## src/rtl/iter_divider.sv

```systemverilog
// Iterative 32-bit radix-2 restoring divider with stream handshake; SIGNED selects two's-complement mode.
// Optional macro DIV_EARLY_EXIT_EN skips the iteration phase when the quotient is trivially zero or the divisor is zero.
module iter_divider #(
    parameter int SIGNED = 1
) (
    input  logic        clk,
    input  logic        resetn,
    input  logic [31:0] s_axis_divisor_tdata,
    input  logic        s_axis_divisor_tvalid,
    output logic        s_axis_divisor_tready,
    input  logic [31:0] s_axis_dividend_tdata,
    input  logic        s_axis_dividend_tvalid,
    output logic        s_axis_dividend_tready,
    output logic [63:0] m_axis_dout_tdata,
    output logic        m_axis_dout_tvalid,
    input  logic        m_axis_dout_tready
);

    typedef enum logic [1:0] {
        IDLE = 2'd0,
        CALC = 2'd1,
        FIX  = 2'd2,
        DONE = 2'd3
    } state_t;

    state_t      state_r;
    logic [31:0] quo_r;        // dividend magnitude shifts out MSB first while quotient bits shift in
    logic [31:0] dvs_r;
    logic [32:0] rem_r;
    logic [4:0]  cnt_r;
    logic        q_neg_r;
    logic        r_neg_r;
    logic        div0_r;
    logic        tready_r;
    logic        dout_tvalid_r;
    logic [63:0] dout_tdata_r;

    logic        dvd_neg_s;
    logic        dvs_neg_s;
    logic [31:0] dvd_mag_s;
    logic [31:0] dvs_mag_s;
    logic        accept_s;
    logic        early_s;
    logic [33:0] shift_s;
    logic [33:0] trial_s;
    logic [31:0] quo_fix_s;
    logic [31:0] rem_fix_s;

    function automatic logic [31:0] magnitude(input logic [31:0] v, input logic neg);
        if (neg) begin
            return 32'd0 - v;
        end else begin
            return v;
        end
    endfunction

    // Operand magnitudes, accept decision, restoring step and final sign correction
    always_comb begin
        dvd_neg_s = (SIGNED != 0) && s_axis_dividend_tdata[31];
        dvs_neg_s = (SIGNED != 0) && s_axis_divisor_tdata[31];
        dvd_mag_s = magnitude(s_axis_dividend_tdata, dvd_neg_s);
        dvs_mag_s = magnitude(s_axis_divisor_tdata, dvs_neg_s);
        accept_s  = (state_r == IDLE) && s_axis_divisor_tvalid && s_axis_dividend_tvalid;
`ifdef DIV_EARLY_EXIT_EN
        early_s   = (s_axis_divisor_tdata == 32'd0) || (dvd_mag_s < dvs_mag_s);
`else
        early_s   = 1'b0;
`endif
        shift_s   = {rem_r, quo_r[31]};
        trial_s   = shift_s - {2'b00, dvs_r};
        // A zero divisor reports all-ones; the remainder path restores the original dividend
        if (div0_r) begin
            quo_fix_s = 32'hFFFF_FFFF;
        end else if (q_neg_r) begin
            quo_fix_s = 32'd0 - quo_r;
        end else begin
            quo_fix_s = quo_r;
        end
        if (r_neg_r) begin
            rem_fix_s = 32'd0 - rem_r[31:0];
        end else begin
            rem_fix_s = rem_r[31:0];
        end
    end

    // Control FSM, datapath registers and registered stream outputs
    always_ff @(posedge clk) begin
        if (!resetn) begin
            state_r       <= IDLE;
            quo_r         <= 32'd0;
            dvs_r         <= 32'd0;
            rem_r         <= 33'd0;
            cnt_r         <= 5'd0;
            q_neg_r       <= 1'b0;
            r_neg_r       <= 1'b0;
            div0_r        <= 1'b0;
            tready_r      <= 1'b1;
            dout_tvalid_r <= 1'b0;
            dout_tdata_r  <= 64'd0;
        end else begin
            case (state_r)
                IDLE: begin
                    if (accept_s) begin
                        dvs_r    <= dvs_mag_s;
                        cnt_r    <= 5'd0;
                        q_neg_r  <= dvd_neg_s ^ dvs_neg_s;
                        r_neg_r  <= dvd_neg_s;
                        div0_r   <= (s_axis_divisor_tdata == 32'd0);
                        tready_r <= 1'b0;
                        if (early_s) begin
                            quo_r   <= 32'd0;
                            rem_r   <= {1'b0, dvd_mag_s};
                            state_r <= FIX;
                        end else begin
                            quo_r   <= dvd_mag_s;
                            rem_r   <= 33'd0;
                            state_r <= CALC;
                        end
                    end else begin
                        tready_r <= 1'b1;
                    end
                end
                CALC: begin
                    if (!trial_s[33]) begin
                        rem_r <= trial_s[32:0];
                        quo_r <= {quo_r[30:0], 1'b1};
                    end else begin
                        rem_r <= shift_s[32:0];
                        quo_r <= {quo_r[30:0], 1'b0};
                    end
                    cnt_r <= cnt_r + 5'd1;
                    if (cnt_r == 5'd31) begin
                        state_r <= FIX;
                    end else begin
                        state_r <= CALC;
                    end
                end
                FIX: begin
                    dout_tdata_r  <= {quo_fix_s, rem_fix_s};
                    dout_tvalid_r <= 1'b1;
                    state_r       <= DONE;
                end
                DONE: begin
                    if (m_axis_dout_tready) begin
                        dout_tvalid_r <= 1'b0;
                        tready_r      <= 1'b1;
                        state_r       <= IDLE;
                    end else begin
                        state_r       <= DONE;
                    end
                end
                default: begin
                    state_r       <= IDLE;
                    tready_r      <= 1'b1;
                    dout_tvalid_r <= 1'b0;
                end
            endcase
        end
    end

    assign s_axis_divisor_tready  = tready_r;
    assign s_axis_dividend_tready = tready_r;
    assign m_axis_dout_tdata      = dout_tdata_r;
    assign m_axis_dout_tvalid     = dout_tvalid_r;

endmodule

```

## config.mk

```make
export PLATFORM = sky130hd
export DESIGN_NAME = iter_divider
export DESIGN_NICKNAME = d
export VERILOG_FILES = /design/src/rtl/iter_divider.sv
export SDC_FILE = /design/constraint.sdc
export NUM_CORES = 1
export LEC_CHECK = 0
export ABC_AREA = 0
export CAP_MARGIN = 25
export CORE_MARGIN = 4
export CORE_UTILIZATION = 45
export CTS_CLUSTER_DIAMETER = 60
export DETAILED_ROUTE_END_ITERATION = 8
export MAX_ROUTING_LAYER = met4
export PLACE_DENSITY_LB_ADDON = 0.1
export RECOVER_POWER = 100
export SYNTH_ARGS = -nofsm -noshare
export SYNTH_HDL_FRONTEND = slang
export SYNTH_SLANG_ARGS = --single-unit
```

## constraint.sdc

```tcl
create_clock -name clk -period 4.34 [get_ports clk]
set_input_delay 0.868 -clock clk [delete_from_list [all_inputs] [get_ports clk]]
set_output_delay 0.868 -clock clk [all_outputs]
set_load 0.03 [all_outputs]
```

==> metrics.md, run 1 <==
| Metric | Value |
|---|---|
| Run status | `finished, violations left` |
| Violated checks | `capacitance limit, slew limit` |
| Top cell type's share of synthesized area | `0.304` |
| Reg-to-reg slack, setup | `0.49 ns` |
| Syn avg cell area | `7.98 um2` |
| First-pass GRT wire length | `51000 um` |
| Bufs on Longest Clock Path | `2` |
| Total grt overflow | `0` |
| Final core utilization | `0.545` |
| Hold buffer count at CTS | `0` |
| Starting Density | `0.463` |
| Final Cell Area | `13400 um2` |
| Final Skew | `0.0117 ns` |
| Hold Path Sink | `m_axis_dout_tdata[0]` |
| Final hold viol count | `0` |
| Total GRT Usage | `0.226` |
| Final worst-path cycle share | `0.887` |
| H-tree level count | `4` |
| Vias in the first global route | `9342` |
| IO buf count | `135` |
| Main synth FF type | `dfxtp_1` |
| Met3 Resource Use GR | `0.0255` |
| Antenna Nets Post-Route | `0` |
| Sequential area share after synthesis | `0.304` |
| Reg-to-Reg End | `rem_r[7]` |
| WL final | `31900 um` |
| VDD IR max | `621 uV` |
| Setup Crit Path Kind | `flop to flop` |
| GRT met2 Usage | `0.282` |
| Tmin final | `3.85 ns` |
| WHS Path Cells | `2` |
| Die X | `167 um` |
| CTS Buf Count | `17` |
| CP required | `4.65 ns` |
| Leak | `5.85 nW` |
| Area leader, netlist | `dfxtp_1` |
| Initial antenna violation count | `0` |
| Cells after Synth | `1427` |
| Netlist cell types | `77` |
| Syn. warnings | `0` |
| Yosys reg bits | `173` |
| Cts repair resizes | `0` |
| Drt first pass iters | `5` |
| Max_slew headroom | `-0.690` |
| Slew @ Worst Pin | `2.53 ns` |
| FFs w/ async S/R, synth | `0` |
| Clock latency on the worst-skew pair | `0.43 ns` |
| Max-slew violations | `105` |
| Most used routing layer | `met1` |
| Antenna cell count | `0` |
| DP HPWL | `24000 um` |
| Post-synth top cells | `200 x nand2_1, 173 x dfxtp_1, 108 x o21ai_0` |
| Layout area overhead | `17.7%` |
| Largest net degree at the start of global routing | `80` |
| Reg2Reg Depth | `10` |
| Startpoint Class | `flop` |
| Synth top area cells | `dfxtp_1 30%, xor2_1 6.8%, nand2_1 6.6%` |
| Met1 Resource Use GR | `0.379` |
| Routability Congestion | `0.925` |
| Residual DRC count | `0` |
| CP Capture Type | `flop` |
| CORE AREA | `24600 um2` |
| Post CTS Setup Buffer Count | `0` |
| Hold path start | `m_axis_dout_tdata[0]` |
| Nets | `1611` |
| Finish-stage setup viols | `0` |
| CTS tree | `built` |
| Max frequency | `0.260 GHz` |
| Most common cell in the netlist | `nand2_1` |
| RSZ-0062 raised after global routing | `false` |
| Chip height | `167 um` |
| Vias/cell | `5.79` |
| Post-Place Cell Area | `12900 um2` |
| Die area | `27900 um2` |
| Boundary pin count | `136` |
| Post-Syn Nets | `1535` |
| Critical Path Source | `rem_r[22]` |
| CP max FO | `15` |
| Min-Delay Path Class | `flop to flop` |
| Share of cells above drive strength 1 | `0.0528` |
| Cell Area, Synth | `11400 um2` |
| Layout fillers | `2402` |
| Row count | `57` |
| Vias | `10600` |
| Worst EP arrival | `4.16 ns` |
| TNS Setup | `0 ns` |
| PwrDens | `726 nW/um2` |
| Clock slew at reported path FFs | `0.07 ns` |
| Wire per inst | `17.3 um` |
| CTS Root Cell | `clkbuf_16` |
| R2R Path Start | `rem_r[22]` |
| Post-synth EDFFs | `0` |
| Max-Cap Viols | `2` |
| CTS sink cnt | `173` |
| 1st-iter DRT viols | `912` |
## per-stage QoR
step	power, mW	hold slack [ns]	worst slack, ns	cells
floorplan	6.91	0.447	1.34	1427
global placement	8.17	0.465	0.752	1807
detailed placement	8.19	0.458	0.690	1807
CTS	9.79	0.469	0.709	1839
global route	10.4	0.509	0.292	1840
finish	9.73	0.466	0.488	1840
## area by class of cell
cell class | count | area (um2) | area share
clock buffer | 17 | 425 | 0.0317
clock inverter | 15 | 169 | 0.0126
inverter | 55 | 206 | 0.0154
multi-input combinational | 1098 | 7220 | 0.538
sequential | 173 | 3460 | 0.258
tap | 324 | 405 | 0.0302
timing repair buffer | 158 | 1520 | 0.113
## critical path, stage by stage (launching register included)
cell,delay (ns)
dfxtp_1,0.41
ha_1,0.52
nand2_4,0.08
or4_1,0.59
or4_1,0.55
o211ai_1,0.17
o31a_2,0.28
nor4_1,0.10
nor2_2,0.59
clkbuf_1,0.31
o211ai_1,0.14
## per-layer routing
| layer | part of all wire | up-vias |
|---|---|---|
| met5 | 0 | - |
| met4 | 0.0092 | 0 |
| li1 | - | 5325 |
| met1 | 0.55 | 4982 |
| met2 | 0.37 | 321 |
| met3 | 0.066 | 18 |
## cell usage in the layout (no fill, tap or decap), drive strengths merged, types with 10 or more instances in the layout
| cell type | instances |
|---|---|
| xor2 | 88 |
| or3 | 10 |
| a22oi | 30 |
| nand2 | 203 |
| nor2 | 62 |
| a21o | 15 |
| clkdlybuf4s50 | 62 |
| or4 | 18 |
| and2 | 29 |
| a21oi | 70 |
| a21boi | 22 |
| nor4 | 11 |
| nand3 | 28 |
| clkbuf | 23 |
| o211a | 52 |
| o211ai | 32 |
| o21ai | 112 |
| inv | 63 |
| dfxtp | 173 |
| o31ai | 35 |
| nand4 | 31 |
| xnor2 | 53 |
| ha | 38 |
| o41ai | 21 |
| nor3 | 26 |
| dlygate4sd3 | 72 |
| buf | 18 |
## how the worst max path moves through the flow
stage | endpoint | slack [ns]
floorplan | rem_r[32] | 1.34
global placement | quo_r[30] | 0.75
detailed placement | quo_r[30] | 0.69
CTS | rem_r[17] | 0.71
global route | rem_r[7] | 0.29
finish | rem_r[7] | 0.49
## registers in the layout, indices dropped and copies added (netlist names)
name	count
quo_r	32
r_neg_r	1
rem_r	33
dvs_r	32
m_axis_dout_tdata	64
q_neg_r	1
state_r	2
div0_r	1
s_axis_dividend_tready	1
m_axis_dout_tvalid	1
cnt_r	5
## cell families (layout without fill, tap and decap cells)
logic type               after synthesis  in the layout  synth area share
flip-flops                           173            173             0.304
multiplexers                           3              3           0.00264
buffers and inverters                156            245            0.0578
adder cells (fa/ha/maj)               39             39            0.0435
AO/OA/AOI/OAI                        446            446             0.282
XOR/XNOR                             141            141             0.108
AND/OR/NAND/NOR                      469            469             0.202
## power by group
part           leakage (nW)  internal, mW  switching (mW)  total [mW]
clock network         0.288         0.824           0.741        1.57
registers              1.40          1.76           0.336        2.09
logic                  4.16          2.25            3.83        6.08
total                  5.85          4.83            4.90        9.73
(Power assumes the default switching activity.)
==> run 2, diff against run 1 <==
==> constraint.sdc (replaced) <==
create_clock -name clk -period 4.34 [get_ports clk]
set_input_delay 0.868 -clock clk [delete_from_list [all_inputs] [get_ports clk]]
set_output_delay 0.868 -clock clk [all_outputs]
set_load 0.1 [all_outputs]
==> results of run 2 <==
Same layout as run 1 (identical final DEF). Status: finished, violations left: capacitance limit, slew limit.
Main changes from that run: total power 9.73 mW -> 9.74 mW
==> run 3, diff against run 2 <==
CELL_PAD_IN_SITES_DETAIL_PLACEMENT = 1   (was unset)
CELL_PAD_IN_SITES_GLOBAL_PLACEMENT = 2   (was unset)
CORE_MARGIN = unset   (was 4)
CORE_UTILIZATION = 34   (was 45)
==> metrics.md, run 3 (same netlist as run 1, synthesis figures left out) <==
| Metric | Value |
|---|---|
| Run status | `finished, violations left` |
| Violated checks | `capacitance limit, slew limit` |
| Startpoint Class | `flop` |
| Leading cell types in the layout, fill and taps excluded | `200 x nand2_1, 173 x dfxtp_1, 108 x o21ai_0` |
| Met3 Resource Use GR | `0.0279 (+0.00246)` |
| Finish-stage setup viols | `0 (unchanged)` |
| Reg-to-Reg End | `rem_r[18]` |
| R2R Path Start | `rem_r[22]` |
| Bufs on Longest Clock Path | `2 (unchanged)` |
| Residual DRC count | `0 (unchanged)` |
| Leak | `5.82 nW (-0.48%)` |
| Share of cells above drive strength 1 | `0.0521 (-0.000660)` |
| Hold buffer count at CTS | `0 (unchanged)` |
| Total grt overflow | `0 (unchanged)` |
| IO buf count | `135 (unchanged)` |
| Boundary pin count | `136 (unchanged)` |
| Total GRT Usage | `0.244 (+0.0181)` |
| Routability Congestion | `0.897 (-3.0%)` |
| CTS tree | `built` |
| Die area | `34200 um2 (+23%)` |
| Cts repair resizes | `0 (unchanged)` |
| Setup slack after layout | `0.458 ns (-0.0299 ns)` |
| CTS Root Cell | `clkbuf_16` |
| RSZ-0062 raised after global routing | `false` |
| Drt first pass iters | `5 (unchanged)` |
| PwrDens | `742 nW/um2` |
| WL final | `39600 um (+24%)` |
| Max-Cap Viols | `2 (unchanged)` |
| First-pass GRT wire length | `62200 um (+22%)` |
| Reg2Reg Depth | `10 (unchanged)` |
| Most used routing layer | `met1` |
| Slew @ Worst Pin | `2.23 ns (-0.306 ns)` |
| Final worst-path cycle share | `0.894 (+0.00688)` |
| CTS Buf Count | `17 (unchanged)` |
| Starting Density | `0.348 (-0.116)` |
| Worst EP arrival | `4.22 ns (+0.06 ns)` |
| Antenna cell count | `0 (unchanged)` |
| Tmin final | `3.88 ns (+0.0299 ns)` |
| VDD IR max | `391 uV (-37%)` |
| CP max FO | `19 (+4)` |
| Layout Cells excl Fill | `1958 (+6.4%)` |
| Vias | `10800 (+1.5%)` |
| Layout area overhead | `18.6%` |
| Chip height | `185 um (+11%)` |
| 1st-iter DRT viols | `696 (-24%)` |
| Number of flip-flops in the largest register | `64 (unchanged)` |
| Antenna Nets Post-Route | `0 (unchanged)` |
| DP HPWL | `30800 um (+28%)` |
| Place WS | `0.579 ns (-0.112 ns)` |
| Max_slew headroom | `-0.489 (+0.201)` |
| CORE AREA | `32800 um2 (+33%)` |
| Max frequency | `0.258 GHz (-0.77%)` |
| Max-slew violations | `138 (+31%)` |
| Wire per inst | `20.2 um (+17%)` |
| Nets | `1611 (unchanged)` |
| Placed cells | `1926 (+6.6%)` |
| Vias/cell | `5.52 (-4.6%)` |
| TNS Setup | `0 ns (unchanged)` |
| Row count | `66 (+16%)` |
| CTS sink cnt | `173 (unchanged)` |
| Post CTS Setup Buffer Count | `0 (unchanged)` |
| Vias in the first global route | `10500 (+12%)` |
| Clock slew at reported path FFs | `0.07 ns (about the same)` |
| Final hold viol count | `0 (unchanged)` |
| Clock latency on the worst-skew pair | `0.45 ns (+0.02 ns)` |
| Initial antenna violation count | `0 (unchanged)` |
| Worst setup endpoint | `rem_r[18]` |
| GRT met2 Usage | `0.341 (+0.0584)` |
| Met1 Resource Use GR | `0.372 (-0.00723)` |
| Min-Delay Path Class | `flop to flop` |
| H-tree level count | `4 (unchanged)` |
| Setup Crit Path Kind | `flop to flop` |
| Critical Path Source | `rem_r[22]` |
| CP Capture Type | `flop` |
| Commonest non-fill, non-tap cell in the layout | `nand2_1` |
| Largest net degree at the start of global routing | `102 (+28%)` |
| Reg-to-reg slack, setup | `0.46 ns (-0.03 ns)` |
| Die X | `185 um (+11%)` |
| Final Skew | `0.0185 ns (+0.00679 ns)` |
| CP required | `4.68 ns (+0.03 ns)` |
run 3: cell types whose count changed in the layout (fill, tap and decap cells not counted), sizes merged:
cell / previous run / this run
clkdlybuf4s50: 62 / 64
inv: 63 / 59
clkinvlp: 2 / 1
clkbuf: 23 / 22
clkinv: 4 / 8
dlygate4sd3: 72 / 70
buf: 18 / 20
run 3: worst min path at each step:
stage	from	end	slack (ns)	cells after the start
4_1_cts	m_axis_dout_tdata[24]	m_axis_dout_tdata[24]	0.47	2
2_1_floorplan	dvs_r[0]	dvs_r[0]	0.45	2
5_1_grt	m_axis_dout_tdata[4]	m_axis_dout_tdata[4]	0.51	1
6_report	m_axis_dout_tdata[24]	m_axis_dout_tdata[24]	0.46	2
3_5_place_dp	m_axis_dout_tdata[24]	m_axis_dout_tdata[24]	0.46	2
3_3_place_gp	m_axis_dout_tdata[24]	m_axis_dout_tdata[24]	0.45	2
run 3: report_power, final:
part | internal (mW) | switching (mW)
combinational | 2.23 | 4.13
sequential | 1.76 | 0.364
clock | 0.804 | 0.736
total | 4.79 | 5.23
run 3: layout make-up:
class / instances / area (um2)
Fill cell: 3990 / 19300
Multi-Input combinational cell: 1098 / 7200
Sequential cell: 173 / 3460
Timing Repair Buffer: 158 / 1520
Tap cell: 442 / 553
Clock buffer: 18 / 429
Inverter: 55 / 206
Clock inverter: 14 / 136
run 3: worst max-delay path, stage by stage (launching register included):
cell and delay [ns]:
dfxtp_1 0.40, ha_1 0.51, nand2_4 0.08, or4_4 0.55
or4_1 0.53, o211ai_1 0.18, o31a_2 0.30, or4_1 0.47
buf_4 0.33, nand3_1 0.10, a32o_1 0.31
run 3: per-stage QoR:
step	cell area, um2	hold slack, ns	util	total power, mW
2_1_floorplan	11400	0.447	-	6.92
3_3_place_gp	13000	0.454	0.398	8.50
3_5_place_dp	13000	0.465	0.398	8.54
4_1_cts	13600	0.473	0.415	10.1
5_1_grt	13500	0.511	0.412	10.7
6_report	13500	0.463	0.412	10.0
run 3: metal layers:
metal  routed length [um]  vias to the layer above  share of wire
met4                  405                        0          0.010
met1                21700                     5253           0.55
met5                    0                        -              0
met2                16000                      210           0.40
li1                     -                     5324              -
met3                 1490                       17          0.038
